**src/rtl/vga_timing_pkg.sv**
```systemverilog
// rtl/vga_timing_pkg.sv - shared 640x480@60 timing constants and helpers
package vga_timing_pkg;

  localparam int COUNT_W = 10;
  typedef logic [COUNT_W-1:0] count_t;

  // Default 640x480 timing on a 100 MHz system clock
  localparam int VGA_CLK_DIV     = 4;
  localparam int VGA_H_TOTAL     = 800;
  localparam int VGA_H_SYNC_END  = 96;
  localparam int VGA_H_ACT_START = 144;
  localparam int VGA_H_ACT_END   = 784;
  localparam int VGA_V_TOTAL     = 525;
  localparam int VGA_V_SYNC_END  = 2;
  localparam int VGA_V_ACT_START = 35;
  localparam int VGA_V_ACT_END   = 515;

  localparam int CLKS_PER_LINE  = VGA_CLK_DIV * VGA_H_TOTAL;
  localparam int CLKS_PER_FRAME = CLKS_PER_LINE * VGA_V_TOTAL;

  typedef struct packed {
    logic hsync;
    logic vsync;
    logic bright;
  } vga_decode_t;

  // Half-open interval test: lo inclusive, hi exclusive
  function automatic logic in_range(input count_t c, input count_t lo, input count_t hi);
    return (c >= lo) && (c < hi);
  endfunction

endpackage

```
**src/rtl/clk_en_div.sv**
```systemverilog
// rtl/clk_en_div.sv - registered one-clk enable strobe every CLK_DIV clocks
module clk_en_div #(
  parameter int CLK_DIV = 4
) (
  input  logic clk,
  input  logic rst,
  output logic en_out
);

  localparam int DIV_W = (CLK_DIV > 1) ? $clog2(CLK_DIV) : 1;
  localparam logic [DIV_W-1:0] DIV_LAST = DIV_W'(CLK_DIV - 1);

  logic [DIV_W-1:0] div_cnt;
  logic             div_last;

  assign div_last = (div_cnt == DIV_LAST);

  // Strobe lands on the clk after the counter shows its last value
  always_ff @(posedge clk) begin
    if (rst) begin
      div_cnt <= '0;
      en_out  <= 1'b0;
    end else begin
      en_out  <= div_last;
      div_cnt <= div_last ? '0 : div_cnt + 1'b1;
    end
  end

endmodule

```
**src/rtl/vga_timing_gen.sv**
```systemverilog
// rtl/vga_timing_gen.sv - VGA pixel/line counters with sync, window and frame decode
module vga_timing_gen
  import vga_timing_pkg::*;
#(
  parameter int CLK_DIV     = vga_timing_pkg::VGA_CLK_DIV,
  parameter int H_TOTAL     = vga_timing_pkg::VGA_H_TOTAL,
  parameter int H_SYNC_END  = vga_timing_pkg::VGA_H_SYNC_END,
  parameter int H_ACT_START = vga_timing_pkg::VGA_H_ACT_START,
  parameter int H_ACT_END   = vga_timing_pkg::VGA_H_ACT_END,
  parameter int V_TOTAL     = vga_timing_pkg::VGA_V_TOTAL,
  parameter int V_SYNC_END  = vga_timing_pkg::VGA_V_SYNC_END,
  parameter int V_ACT_START = vga_timing_pkg::VGA_V_ACT_START,
  parameter int V_ACT_END   = vga_timing_pkg::VGA_V_ACT_END
) (
  input  logic   clk,
  input  logic   rst,
  output count_t hCount,
  output count_t vCount,
  output logic   bright,
  output logic   hSync,
  output logic   vSync,
  output logic   pix_en,
  output logic   frame_tick
);

  localparam count_t H_LAST  = count_t'(H_TOTAL - 1);
  localparam count_t V_LAST  = count_t'(V_TOTAL - 1);
  localparam count_t H_SE    = count_t'(H_SYNC_END);
  localparam count_t V_SE    = count_t'(V_SYNC_END);
  localparam count_t H_AS    = count_t'(H_ACT_START);
  localparam count_t H_AE    = count_t'(H_ACT_END);
  localparam count_t V_AS    = count_t'(V_ACT_START);
  localparam count_t V_AE    = count_t'(V_ACT_END);
  localparam count_t V_FTICK = count_t'(V_ACT_END - 1);

  logic        h_wrap;
  logic        v_wrap;
  vga_decode_t dec;

  clk_en_div #(
    .CLK_DIV(CLK_DIV)
  ) u_div (
    .clk   (clk),
    .rst   (rst),
    .en_out(pix_en)
  );

  assign h_wrap = (hCount == H_LAST);
  assign v_wrap = (vCount == V_LAST);

  always_ff @(posedge clk) begin
    if (rst) begin
      hCount <= '0;
      vCount <= '0;
    end else if (pix_en) begin
      if (h_wrap) begin
        hCount <= '0;
        vCount <= v_wrap ? '0 : vCount + 1'b1;
      end else begin
        hCount <= hCount + 1'b1;
      end
    end
  end

  // Pure decode of the registered counters, so it moves on the same edge they do
  always_comb begin
    dec        = '0;
    dec.hsync  = (hCount >= H_SE);
    dec.vsync  = (vCount >= V_SE);
    dec.bright = in_range(hCount, H_AS, H_AE) && in_range(vCount, V_AS, V_AE);
  end

  assign hSync      = dec.hsync;
  assign vSync      = dec.vsync;
  assign bright     = dec.bright;
  assign frame_tick = pix_en && h_wrap && (vCount == V_FTICK);

endmodule

```
**config.mk**
```make
export PLATFORM = sky130hd
export DESIGN_NAME = vga_timing_gen
export DESIGN_NICKNAME = d
export VERILOG_FILES = /design/src/rtl/vga_timing_pkg.sv /design/src/rtl/clk_en_div.sv /design/src/rtl/vga_timing_gen.sv
export SDC_FILE = /design/constraint.sdc
export NUM_CORES = 1
export LEC_CHECK = 0
export CAP_MARGIN = 30
export CORE_MARGIN = 3
export CORE_UTILIZATION = 53
export DETAILED_ROUTE_END_ITERATION = 12
export GPL_TIMING_DRIVEN = 0
export PLACE_DENSITY_LB_ADDON = 0.2
export SLEW_MARGIN = 20
export SYNTH_ARGS = -nofsm -noshare
export SYNTH_HDL_FRONTEND = slang
export SYNTH_SLANG_ARGS = --single-unit
```
**constraint.sdc**
```tcl
create_clock -name clk -period 2.5 [get_ports clk]
set_input_delay 0.25 -clock clk [delete_from_list [all_inputs] [get_ports clk]]
set_output_delay 0.25 -clock clk [all_outputs]
set_load 0.05 [all_outputs]
```
==> metrics <==
DRC viols 0; I/O Pins 27; chip width 54.7 um; Seq/Total Area, Yosys 0.366; largest net degree at the start of global routing 14; FP Rows 17; area grow syn2layout 24.9%; GP Congestion 0.845; VDD IR max 0.000485 V; cell area after synthesis 1260 sq um; WHS Path Cells 2; wire per inst 14.4 um; clk buf depth 2; first-pass GRT wire length 4.91 mm; PD cells 374 nW/um^2; total clock sinks 23; Lkg Pwr 0.569 nW; reg2reg path depth 5; Fill cells 192; total CTS buffers 3; ys async rst share 0; Reg clk slew, reported paths 0.13 ns; Overall Global Routing Usage 0.230; Worst EP arrival 2.15 ns; Final WS setup 0.0963 ns; Die ar. 2990 sq um; clock latency on the worst-skew pair 0.33 ns; detailed placer's ending HPWL 2.07 mm; RSZ-0062 raised after global routing false; Slew Limit Fails 0; number of flops mapped to enable cells by yosys 0; Hold Violations, Final 0; IO Port Bufs 25; Power, Total 0.588 mW; Crit Reg-Reg Startpoint vCount[1]; final instance area 1570 sq um; Worst Hold End hCount[6]; placed cell count 194; startpoint types register; initial antenna violation count 0; commonest non-fill, non-tap cells in the layout clkdlybuf4s50_1 (23), dfxtp_1 (21), nor2_1 (15); Cells after Synth 141; vias per inst 5.69; share of cells above drive strength 1 0.147; Placed Area 1550 sq um; Final Routed Wirelength 2.85 mm; Final ANT Viol Nets 0; H-tree levels 1; syn_nets 149; r2r setup slk 0.66 ns; via count of the first global-routing pass 1103; Max-Cap Viols 0; CTS Root Cell clkbuf_4; most common flop cell mapped by yosys dfxtp_1; Setup CP Type reg -> out; Vias 1126; status complete, no violations; DRT Pass-1 Iters 4; diodes inserted 0; Ys Warns 0; crit end category output port; Crit Path Max Fanout 6; fin nets 179; syn avg cell area 8.92 sq um; worst slew pin tran 0.500 ns; Initial Utilization 0.563; clock skew 0.0105 ns; TritonCTS clock tree yes; postcts setup bufs 0; worst slack at placement -0.144 ns; Die Y 54.7 um; hold_ws 0.321 ns; min-delay src rst; Seq cells post-synth 23; f_max 0.416 GHz; hold buffer count at cts 0; RR Endpoint vCount[2]; PostCTS Resize Cnt 6; most common cell after layout, fill and taps aside clkdlybuf4s50_1; Min-Delay Path Class in -> reg; Synth cell types 40; total grt overflow 0; Final Non-Filler Cells 198; post-layout min period 2.40 ns; Final Cycle Share 0.961; final setup vio count 0; Rel. slew slack 0.666; DR iter-0 viols 10; Req. time, crit path 2.25 ns; Core Box Area 2230 sq um
## logic make-up (layout without fill, tap and decap cells)
family          Yosys count  in the layout  share of synthesized area
buf+inv                  12             41                     0.0507
xor+xnor                 12             12                     0.0836
compound gates           15             15                     0.0736
fa+ha+maj                 6              6                     0.0597
mux                       3              3                     0.0239
simple gates             70             70                      0.342
flops                    23             23                      0.366
## report_power, final
group / total (mW) / switching (mW) / internal, mW
sequential: 0.375 / 0.00321 / 0.372
combinational: 0.0278 / 0.0166 / 0.0112
clock: 0.185 / 0.124 / 0.0602
total: 0.588 / 0.144 / 0.444
## Yosys cell counts, drive strengths merged (3+ instances only)
| cell | n | share of area |
|---|---|---|
| a21oi | 6 | 0.024 |
| buf | 5 | 0.030 |
| dfxtp | 23 | 0.37 |
| ha | 6 | 0.060 |
| inv | 6 | 0.018 |
| mux2i | 3 | 0.024 |
| nand2 | 9 | 0.027 |
| nand3 | 3 | 0.012 |
| nand4 | 8 | 0.050 |
| nor2 | 16 | 0.048 |
| nor3 | 10 | 0.040 |
| nor4 | 5 | 0.042 |
| o21ai | 3 | 0.012 |
| or3 | 3 | 0.015 |
| xnor2 | 7 | 0.049 |
| xor2 | 5 | 0.035 |
## flip-flops by register name, summed over array words and instances, names as in the netlist
register	count
hCount	10
u_div.en_out	1
vCount	10
u_div.div_cnt	2
## area by class of cell
cell class              instances  area, sq um  area share
clock buffers                   3         22.5      0.0143
repair buffers                 25          240       0.153
plain buffers                   6         41.3      0.0263
flip-flops and latches         23          463       0.295
well taps                      28         35.0      0.0223
inverters                       6         22.5      0.0143
clock inverters                 1         5.00     0.00319
multi-input cells             106          741       0.472
## routing by layer
layer,part of all wire,global-route usage,up-vias
met1,0.46,0.294,532
met2,0.48,0.366,26
met3,0.040,0.0490,7
li1,-,-,561
met5,0,0,-
met4,0.023,0.104,0
## how the worst max path moves through the flow
stage               slack (ns)    endpoint  depth (start not counted)       from
floorplan                 0.05  frame_tick                          4  hCount[0]
global placement         -0.10  frame_tick                          5  hCount[0]
detailed placement       -0.14  frame_tick                          5  hCount[0]
CTS                       0.01  frame_tick                          5  hCount[0]
global route              0.01  frame_tick                          5  hCount[0]
finish                     0.1  frame_tick                          5  hCount[0]
## stage by stage
step	util	setup TNS (ns)
final	0.703	0
after global routing	0.703	0
after CTS	0.704	0
after detailed placement	0.694	-0.144
after global placement	0.694	-0.103
after floorplan	-	0
## critical path: stages, from the launching register on
cell     delay (ns)
dfxtp_2        0.40
ha_1           0.22
nand4_2        0.23
or4_4          0.58
nor2_2         0.13
buf_2          0.27
Power figures use the tool's default switching activity.
